`config.mk`:
```
export PLATFORM = sky130hd
export DESIGN_NAME = keypad_event_decoder
export DESIGN_NICKNAME = d
export VERILOG_FILES = /design/src/rtl/keypad_event_decoder.sv
export SDC_FILE = /design/constraint.sdc
export NUM_CORES = 1
export LEC_CHECK = 0
export CAP_MARGIN = 20
export CELL_PAD_IN_SITES_DETAIL_PLACEMENT = 0
export CELL_PAD_IN_SITES_GLOBAL_PLACEMENT = 1
export CORE_ASPECT_RATIO = 0.7
export CORE_MARGIN = 5
export CORE_UTILIZATION = 45
export DETAILED_ROUTE_END_ITERATION = 10
export PLACE_DENSITY_LB_ADDON = 0.12
export SLEW_MARGIN = 20
export SYNTH_ARGS = -nofsm -noshare
export SYNTH_HDL_FRONTEND = slang
export SYNTH_SLANG_ARGS = --single-unit
```
`constraint.sdc`:
```
create_clock -name clk -period 5.6 [get_ports clk]
set_input_delay 0.84 -clock clk [delete_from_list [all_inputs] [get_ports clk]]
set_output_delay 0.84 -clock clk [all_outputs]
set_load 0.01 [all_outputs]
```
`src/rtl/keypad_event_decoder.sv`:
```
// Keypad event decoder: samples the scanner's key bus once per scan, debounces each key and queues press codes.
// Define KEY_RELEASE_EN to also queue release events with a release flag on each FIFO entry.
module keypad_event_decoder #(
  parameter int SAMPLE_DIV     = 4,
  parameter int DEBOUNCE_COUNT = 3,
  parameter int FIFO_DEPTH     = 4
) (
  input  logic        clk,
  input  logic        rst,
  input  logic [15:0] keys,
  output logic [3:0]  code,
  output logic        code_valid,
  input  logic        code_ready,
  output logic        code_release,
  output logic [15:0] pressed,
  output logic        overflow,
  input  logic        clear_overflow
);

`ifdef KEY_RELEASE_EN
  localparam int PW = 32;
  localparam int EW = 5;
`else
  localparam int PW = 16;
  localparam int EW = 4;
`endif
  localparam int CW  = (SAMPLE_DIV > 1) ? $clog2(SAMPLE_DIV) : 1;
  localparam int DW  = (DEBOUNCE_COUNT > 1) ? $clog2(DEBOUNCE_COUNT) : 1;
  localparam int AW  = $clog2(FIFO_DEPTH);
  localparam int AW1 = AW + 1;
  localparam logic [CW-1:0]  SAMP_LAST = CW'(SAMPLE_DIV - 1);
  localparam logic [DW-1:0]  DEB_LAST  = DW'(DEBOUNCE_COUNT - 1);
  localparam logic [AW1-1:0] DEPTH     = AW1'(FIFO_DEPTH);

  logic [CW-1:0]  samp_q, samp_d;
  logic           strobe;
  logic [DW-1:0]  cnt_q [16];
  logic [DW-1:0]  cnt_d [16];
  logic [15:0]    pressed_q, pressed_d;
  logic [15:0]    rise;
  logic [PW-1:0]  pending_q, pending_d;
  logic [EW-1:0]  svc_idx;
  logic           svc_valid;
  logic [EW-1:0]  mem_q [FIFO_DEPTH];
  logic [AW-1:0]  wr_q, rd_q;
  logic [AW1-1:0] count_q, count_d;
  logic           pop, push, drop;
  logic           overflow_q;

  assign strobe = (samp_q == SAMP_LAST);
  assign samp_d = strobe ? '0 : samp_q + 1'b1;

  // NOTE: every combinational output gets a default first so no path leaves it unassigned (no latch).
  always_comb begin
    pressed_d = pressed_q;
    for (int i = 0; i < 16; i++) begin
      cnt_d[i] = cnt_q[i];
      if (strobe) begin
        if (keys[i] == pressed_q[i]) begin
          cnt_d[i] = '0;
        end else if (cnt_q[i] == DEB_LAST) begin
          pressed_d[i] = ~pressed_q[i];
          cnt_d[i]     = '0;
        end else begin
          cnt_d[i] = cnt_q[i] + 1'b1;
        end
      end
    end
  end

  assign rise = pressed_d & ~pressed_q;

  // Descending scan so the lowest set pending bit is the one left in svc_idx.
  always_comb begin
    svc_valid = 1'b0;
    svc_idx   = '0;
    for (int i = PW - 1; i >= 0; i--) begin
      if (pending_q[i]) begin
        svc_valid = 1'b1;
        svc_idx   = EW'(i);
      end
    end
  end

  assign code_valid = (count_q != '0);
  assign pop        = code_valid && code_ready;
  assign push       = svc_valid && ((count_q != DEPTH) || pop);
  assign drop       = svc_valid && (count_q == DEPTH) && !pop;
  assign count_d    = count_q + AW1'(push) - AW1'(pop);

  always_comb begin
    pending_d = pending_q;
    if (svc_valid) pending_d[svc_idx] = 1'b0;
    pending_d[15:0] = pending_d[15:0] | rise;
`ifdef KEY_RELEASE_EN
    pending_d[31:16] = pending_d[31:16] | (pressed_q & ~pressed_d);
`endif
  end

  // NOTE: sequential state uses non-blocking assignments so all registers update from the same pre-edge values.
  always_ff @(posedge clk) begin
    if (rst) begin
      samp_q     <= '0;
      pressed_q  <= '0;
      pending_q  <= '0;
      wr_q       <= '0;
      rd_q       <= '0;
      count_q    <= '0;
      overflow_q <= 1'b0;
      for (int i = 0; i < 16; i++) cnt_q[i] <= '0;
    end else begin
      samp_q    <= samp_d;
      pressed_q <= pressed_d;
      pending_q <= pending_d;
      count_q   <= count_d;
      for (int i = 0; i < 16; i++) cnt_q[i] <= cnt_d[i];
      if (push) wr_q <= wr_q + 1'b1;
      if (pop)  rd_q <= rd_q + 1'b1;
      if (drop)                overflow_q <= 1'b1;
      else if (clear_overflow) overflow_q <= 1'b0;
    end
  end

  // NOTE: FIFO storage is not reset; count_q alone defines which entries are meaningful.
  always_ff @(posedge clk) begin
    if (push) mem_q[wr_q] <= svc_idx;
  end

`ifdef KEY_RELEASE_EN
  assign code         = mem_q[rd_q][3:0];
  assign code_release = mem_q[rd_q][4];
`else
  assign code         = mem_q[rd_q];
  assign code_release = 1'b0;
`endif
  assign pressed  = pressed_q;
  assign overflow = overflow_q;

endmodule

```
==> results.txt, run 1 <==
PD cells - 297 nW/um^2
Die Footprint - 11500 um^2
Ant diodes - 0
Total wire length - 8070 um
Core Footprint - 9110 um^2
Post-CTS setup buffers - 0
Gate Count Post-Synth - 457
Clock Skew - 4.31 ps
Gr usage total - 14.4%
Critical Path Source - code_ready
Utilization after layout - 55.1%
Drt drc - 0
CP startpoint kind - input port
Dpl cell area - 4730 um^2
Post-synth EDFFs - 16
Die Ht - 91.1 um
Sequential fraction of the synthesis area - 47.4%
Cell Rows - 29
Fin nets - 521
Hold crit path type - flop to flop
Global route total overflow - 0
RSZ-0062 raised after global routing - false
Asr flop ratio synth - 0%
Count leader, synth - dfxtp_1
Wire per inst - 13.0 um
Max transition margin - 44.1%
Mean Syn Cell Area - 9.24 um^2
Yosys warns - 0
CTS tree - built
H-tree Lvls - 3
Max FO, Critical Path - 7
Vias per cell - 5.18
Drt first pass iters - 4
Total chip power - 0.00149 W
Critical Path AT - 2940 ps
Synthesized cell area - 4220 um^2
Vias in the first global route - 3000
Layout cells sized above 1 - 7.23%
Lkg Pwr - 1.72 nW
Final Hold Fails - 0
VDD IR max - 0.000176 V
Hold_sp - samp_q[0]
Crit path time final - 2750 ps
Most area-consuming cells after synthesis - dfxtp_1, edfxtp_1, a21oi_1, nor2b_1, nor2_1
Worst-margin pin slew - 838 ps
Kind of critical path - input port to flop
Count of final max-slew check failures - 0
Final Cycle Share - 49.1%
Antenna violations before repair - 0
Synth unique cells - 55
Fin Setup TNS - 0 ps
Post-synth top area share - 36.0%
Iteration-0 DRC Markers - 258
Clock Sinks - 92
IO Count - 43
Max-cap violations - 0
Cell taking the most area after synthesis - dfxtp_1
Reg2reg start - pending_q[15]
Post-synth net total - 485
Sequential cell area - 2000 um^2
Clk_lat worst skew - 330 ps
Largest net degree at the start of global routing - 76
Hold_buf cts - 0
Main synth FF type - dfxtp_1
Synthesis-to-layout area growth - 18.8%
Antenna Nets Post-Route - 0
Starting Density - 46.4%
DP HPWL - 5640 um
Critical Path RT - 5790 ps
# port buffers - 41
Status - finished, final reports clean
Num CTS Buffers - 9
Root Driver - clkbuf_16
Via count - 3221
Final Setup Violations - 0
R2R setup slack - 2900 ps
First-pass GRT wire length - 14000 um
Final instance area - 5020 um^2
Filler cells - 845
Post-synthesis register bit count - 92
Highest Clock Rate - 0.363 GHz
RD Place Congestion - 0.775
Die X - 126 um
Reg clk slew, reported paths - 70 ps
Critical Path Sink Type - flop
Deepest clock path buffer count - 2
Most instantiated cells after synthesis - dfxtp_1, a21oi_1, nor2_1
Area of the multi-input gates - 2100 um^2
Post-CTS resize count - 0
## power breakdown
group	total [W]	leakage, nW	switching, W	internal [W]
Sequential	0.000718	0.762	0.0000237	0.000695
Combinational	0.000184	0.816	0.0000808	0.000103
Clock	0.000586	0.146	0.000272	0.000314
Total	0.00149	1.72	0.000377	0.00111
## worst max-delay path, cell delays in order
cell and delay, ps:
clkdlybuf4s50_1 410, nor4b_1 400, a21oi_2 150, inv_2 80, ha_1 110, inv_1 40, ha_1 180, fa_1 370
xnor2_1 170, xnor2_1 130, nor2_1 60
## final cells by class
class | instances | area share [%]
clock buffer | 9 | 4.49
tap | 124 | 3.09
sequential | 92 | 39.9
inverter | 12 | 0.897
clock inverter | 7 | 1.37
timing repair buffer | 43 | 8.37
multi-input combinational | 335 | 41.9
## state kept, by name, indices dropped and copies added (netlist names), named ones only
name,flops
wr_q,2
pressed,16
pending_q,16
mem_q,16
cnt_q,32
count_q,3
samp_q,2
overflow,1
rd_q,2
## through the flow
stage / setup WS (ps) / hold WS [ps] / std cells
6_report: 2850 / 434 / 622
5_1_grt: 2650 / 457 / 622
4_1_cts: 2830 / 434 / 622
3_5_place_dp: 2480 / 424 / 606
3_3_place_gp: 2540 / 414 / 606
2_1_floorplan: 3060 / 404 / 457
## layout by cell type (no fill, tap or decap), types with 6 or more instances in the layout
cell,count
a21oi_1,57
clkbuf_16,9
clkdlybuf4s50_1,40
dfxtp_1,76
edfxtp_1,16
ha_1,7
inv_1,11
nand2_1,36
nand2b_1,19
nand3_1,31
nand4b_1,8
nor2_1,54
nor2b_1,33
nor3b_1,6
xnor2_1,18
## per-layer routing
layer  track usage, %  part of all wire [%]
met2             21.8                    43
met3             3.70                   4.6
met1             20.8                    51
met4             3.21                  0.55
met5                0                     0
## final timing paths
path                 to  depth (start not counted)
min           samp_q[0]                          1
max reg2reg  count_q[2]                         11
max          count_q[2]                         11
min reg2reg   samp_q[0]                          1
## kinds of logic after synthesis
family | count (synthesis) | share of synthesized area (%)
AOI/OAI and AO/OA | 83 | 12.3
xor gates and xnor gates | 20 | 4.15
adders and majority gates | 8 | 2.55
buffers and inverters | 30 | 2.81
DFF | 92 | 47.4
muxes | 8 | 3.11
other | 1 | 0.0888
and+or+nand+nor | 215 | 27.6
No activity file was read; power rests on OpenSTA's default activity.
==> run 2: changes to the inputs <==
- CORE_UTILIZATION: 45 -> 44
- clock period: 5.6 -> 2.6 ns (I/O delays scaled with it)
==> results.txt, run 2 (synthesis results as in run 1) <==
IO Count - 43
Die Ht - 92.0 um
Final Hold Slack - 442 ps
Final Setup Violations - 0
Max FO, Critical Path - 4
Fin nets - 528
Sw power - 0.000802 W
Synthesis-to-layout area growth - 20.5%
Iteration-0 DRC Markers - 147
Hold_buf cts - 0
Ant diodes - 0
Status - finished, final reports clean
Layout cells sized above 1 - 8.91%
Internal power - 0.00239 W
Critical Path Source - pending_q[15]
VDD IR max - 0.000462 V
Vias in the first global route - 2992
Kind of critical path - flop to flop
Total wire length - 8330 um
Root Driver - clkbuf_16
Count of final max-slew check failures - 0
Antenna violations before repair - 0
CP startpoint kind - flop
Filler cells - 826
Max reg flops - 32
Combinational share of power - 13.0%
PD cells - 627 nW/um^2
Final Hold Fails - 0
Num CTS Buffers - 9
Clk_lat worst skew - 340 ps
Antenna Nets Post-Route - 0
Deepest clock path buffer count - 2
Cell Rows - 29
Vias per cell - 5.08
Gr usage total - 14.8%
CTS tree - built
Commonest non-fill, non-tap cell in the layout - dfxtp_1
Max transition margin - 35.2%
Clock Skew - 5.16 ps
H-tree Lvls - 3
RSZ-0062 raised after global routing - false
Largest net degree at the start of global routing - 76
Seq pwr share - 48.5%
Final Cycle Share - 93.9%
Reg2reg start - pending_q[15]
Die Footprint - 11700 um^2
Reg clk slew, reported paths - 70 ps
Wire per inst - 13.2 um
Starting Density - 45.8%
Global route total overflow - 0
RD Place Congestion - 0.784
Post-CTS setup buffers - 0
Highest Clock Rate - 0.409 GHz
Clock power share - 38.5%
Leading cell types in the layout, fill and taps excluded - dfxtp_1, a21oi_1, nor2_1
Switching fraction of total power - 25.1%
Critical Path RT - 2830 ps
Via count - 3195
Drt drc - 0
Die X - 127 um
Worst-margin pin slew - 971 ps
Core Footprint - 9220 um^2
Biggest register - cnt_q
Lkg Pwr - 1.75 nW
DP HPWL - 5880 um
Hold crit path type - flop to flop
# port buffers - 41
Clock Sinks - 92
Critical Path AT - 2670 ps
Hold_sp - samp_q[0]
Utilization after layout - 55.2%
Drt first pass iters - 6
Fin Setup TNS - 0 ps
Crit path time final - 2440 ps
Critical Path Sink Type - flop
First-pass GRT wire length - 14000 um
Max-cap violations - 0
run 2: cell types whose count changed in the layout (fill, tap and decap cells not counted), sizes merged:
cell / change
buf: +7
clkinv: -3
inv: -1
clkinvlp: +4
run 2: final timing paths:
| check | endpoint | slack [ps] | cells after the start |
|---|---|---|---|
| setup / recovery | count_q[2] | 160 | 11 |
| hold / removal | samp_q[0] | 440 | 1 |
| setup reg to reg | count_q[2] | 160 | 11 |
| hold reg to reg | samp_q[0] | 440 | 1 |
run 2: per-stage QoR:
stage	setup WS (ps)	instance area [um^2]	std cells	power (W)
after floorplan	119	4220	457	0.00184
after global placement	43.9	4800	613	0.00198
after detailed placement	-34.1	4800	613	0.00200
after CTS	32.4	5080	629	0.00324
after global routing	33.4	5090	629	0.00336
final	158	5090	629	0.00319
run 2: layout make-up:
cell class / count / area, um^2 / area share, %
Multi-Input combinational cell: 335 / 2110 / 41.4
Clock inverter: 7 / 56.3 / 1.11
Inverter: 12 / 45.0 / 0.885
Tap cell: 124 / 155 / 3.05
Sequential cell: 92 / 2000 / 39.3
Clock buffer: 9 / 225 / 4.42
Timing Repair Buffer: 50 / 498 / 9.78
run 2: per-layer routing:
metal | global-route usage, % | part of all wire (%) | wire length [um] | vias to the layer above
met1 | 20.5 | 52 | 4320 | 1471
met3 | 4.01 | 3.5 | 293 | 12
li1 | - | - | - | 1670
met5 | 0 | 0 | 0 | -
met2 | 22.4 | 43 | 3590 | 42
met4 | 4.82 | 1.4 | 119 | 0
run 2: repair_timing:
item / 4_1_cts / 5_1_grt
hold endpoints to repair: 0 / 0
setup endpoints to repair: 0 / 1
gates resized for setup: 0 / 2
run 2: power by group through the flow:
stage               clock network [W]  logic [W]  registers [W]
global placement                    0   0.000406        0.00158
floorplan                           0   0.000270        0.00157
global route                  0.00134   0.000463        0.00156
detailed placement                  0   0.000422        0.00158
CTS                           0.00127   0.000425        0.00155
finish                        0.00123   0.000416        0.00155
run 2: critical path, cell delays in order, from the launching register on:
cell     delay, ps
dfxtp_1        340
or4_4          560
nor2b_2        180
a21oi_2         90
inv_2           50
ha_1           100
inv_1           40
ha_1           190
fa_1           390
xnor2_1        190
xnor2_1        150
nor2_1          50
==> run 3: changes to the inputs <==
- CORE_UTILIZATION: 44 -> 45
- CTS_BUF_LIST: not set -> sky130_fd_sc_hd__clkbuf_4 sky130_fd_sc_hd__clkbuf_8
==> results.txt, run 3 (synthesis results as in run 1) <==
Leading cell types in the layout, fill and taps excluded - dfxtp_1, a21oi_1, nor2_1
CTS tree - built
Worst-margin pin slew - 893 ps
Commonest non-fill, non-tap cell in the layout - dfxtp_1
Wire per inst - 13.2 um
H-tree Lvls - 3
R2R cell count - 11
Total wire length - 8300 um
Core Footprint - 9110 um^2
Synthesis-to-layout area growth - 18.1%
CP startpoint kind - flop
Critical Path Sink Type - flop
Die X - 126 um
VDD IR max - 0.000360 V
Drt first pass iters - 4
Global route total overflow - 0
Num CTS Buffers - 9
Antenna Nets Post-Route - 0
Clock Sinks - 92
Hold_buf cts - 0
RSZ-0062 raised after global routing - false
Crit path time final - 2410 ps
Vias in the first global route - 3118
Filler cells - 824
Max reg flops - 32
Largest net degree at the start of global routing - 42
Lkg Pwr - 1.73 nW
Max transition margin - 40.5%
Max FO, Critical Path - 9
Reg clk slew, reported paths - 100 ps
RD Place Congestion - 0.782
R2R Path End - count_q[2]
Final Setup Violations - 0
Root Driver - clkbuf_8
Count of final max-slew check failures - 0
Max-cap violations - 0
Gr usage total - 15.4%
Clk_lat worst skew - 370 ps
Antenna violations before repair - 0
Fin nets - 529
Starting Density - 46.4%
Clock Skew - 10.2 ps
Die Ht - 91.1 um
Drt drc - 0
Kind of critical path - flop to flop
Layout cells sized above 1 - 9.09%
Via count - 3206
First-pass GRT wire length - 14500 um
DP HPWL - 5970 um
Reg2reg start - pending_q[2]
Ant diodes - 0
# port buffers - 41
Finished Layout Cells - 630
Highest Clock Rate - 0.416 GHz
Final Hold Fails - 0
Status - finished, final reports clean
Die Footprint - 11500 um^2
Biggest register - cnt_q
Critical Path AT - 2630 ps
Fin Setup TNS - 0 ps
Final Cycle Share - 92.6%
Cell Rows - 29
R2R setup slack - 190 ps
IO Count - 43
Deepest clock path buffer count - 2
Vias per cell - 5.09
Critical Path Source - pending_q[2]
Hold crit path type - flop to flop
Placed insts - 614
PD cells - 577 nW/um^2
Iteration-0 DRC Markers - 169
CP endpoint - count_q[2]
Critical Path RT - 2830 ps
run 3: worst min path at each step:
| stage | start | cells after the start | slack, ps | to |
|---|---|---|---|---|
| after CTS | samp_q[0] | 1 | 450 | samp_q[0] |
| after global routing | samp_q[0] | 1 | 480 | samp_q[0] |
| after global placement | samp_q[0] | 1 | 410 | samp_q[0] |
| after floorplan | samp_q[0] | 1 | 400 | samp_q[0] |
| final | samp_q[0] | 1 | 450 | samp_q[0] |
| after detailed placement | samp_q[0] | 1 | 430 | samp_q[0] |
run 3: stage by stage:
stage / cell area [um^2] / total power [W] / worst slack, ps / hold WS, ps / util, %
5_1_grt: 4990 / 0.00304 / 22.7 / 475 / 54.8
6_report: 4990 / 0.00288 / 193 / 447 / 54.8
3_3_place_gp: 4790 / 0.00198 / 22.5 / 414 / 52.5
2_1_floorplan: 4220 / 0.00184 / 119 / 404 / -
3_5_place_dp: 4790 / 0.00199 / -47.3 / 433 / 52.5
4_1_cts: 4980 / 0.00293 / 42.7 / 450 / 54.6
run 3: cell type report:
cell class / count / area [um^2] / area share, %
well taps: 124 / 155 / 3.11
clock buffers: 9 / 124 / 2.48
repair buffers: 51 / 480 / 9.63
clock inverters: 7 / 66.3 / 1.33
flip-flops and latches: 92 / 2000 / 40.1
inverters: 12 / 45.0 / 0.903
multi-input cells: 335 / 2110 / 42.4
run 3: repair_timing:
action | in CTS | in global routing
gates resized for setup | 0 | 3
setup endpoints to repair | 0 | 1
buffers inserted | 0 | 0
run 3: worst max-delay path: stages, from the launching register on:
cell	delay [ps]
dfxtp_1	530
nor4_4	100
and2_4	180
a21oi_2	170
inv_2	40
ha_1	260
inv_1	40
ha_1	180
fa_1	380
xnor2_1	180
xnor2_1	140
nor2_1	50
run 3: report_power, final:
group	total (W)	switching [W]	internal, W
clock	0.000923	0.000551	0.000372
sequential	0.00155	0.0000498	0.00150
combinational	0.000409	0.000177	0.000232
total	0.00288	0.000777	0.00210
run 3: routing by layer:
layer	wire, um	global-route usage [%]	up-vias
met5	0	0	-
met4	55	3.84	0
met3	323	5.63	5
met2	3650	23.2	43
met1	4270	21.2	1473
li1	-	-	1685
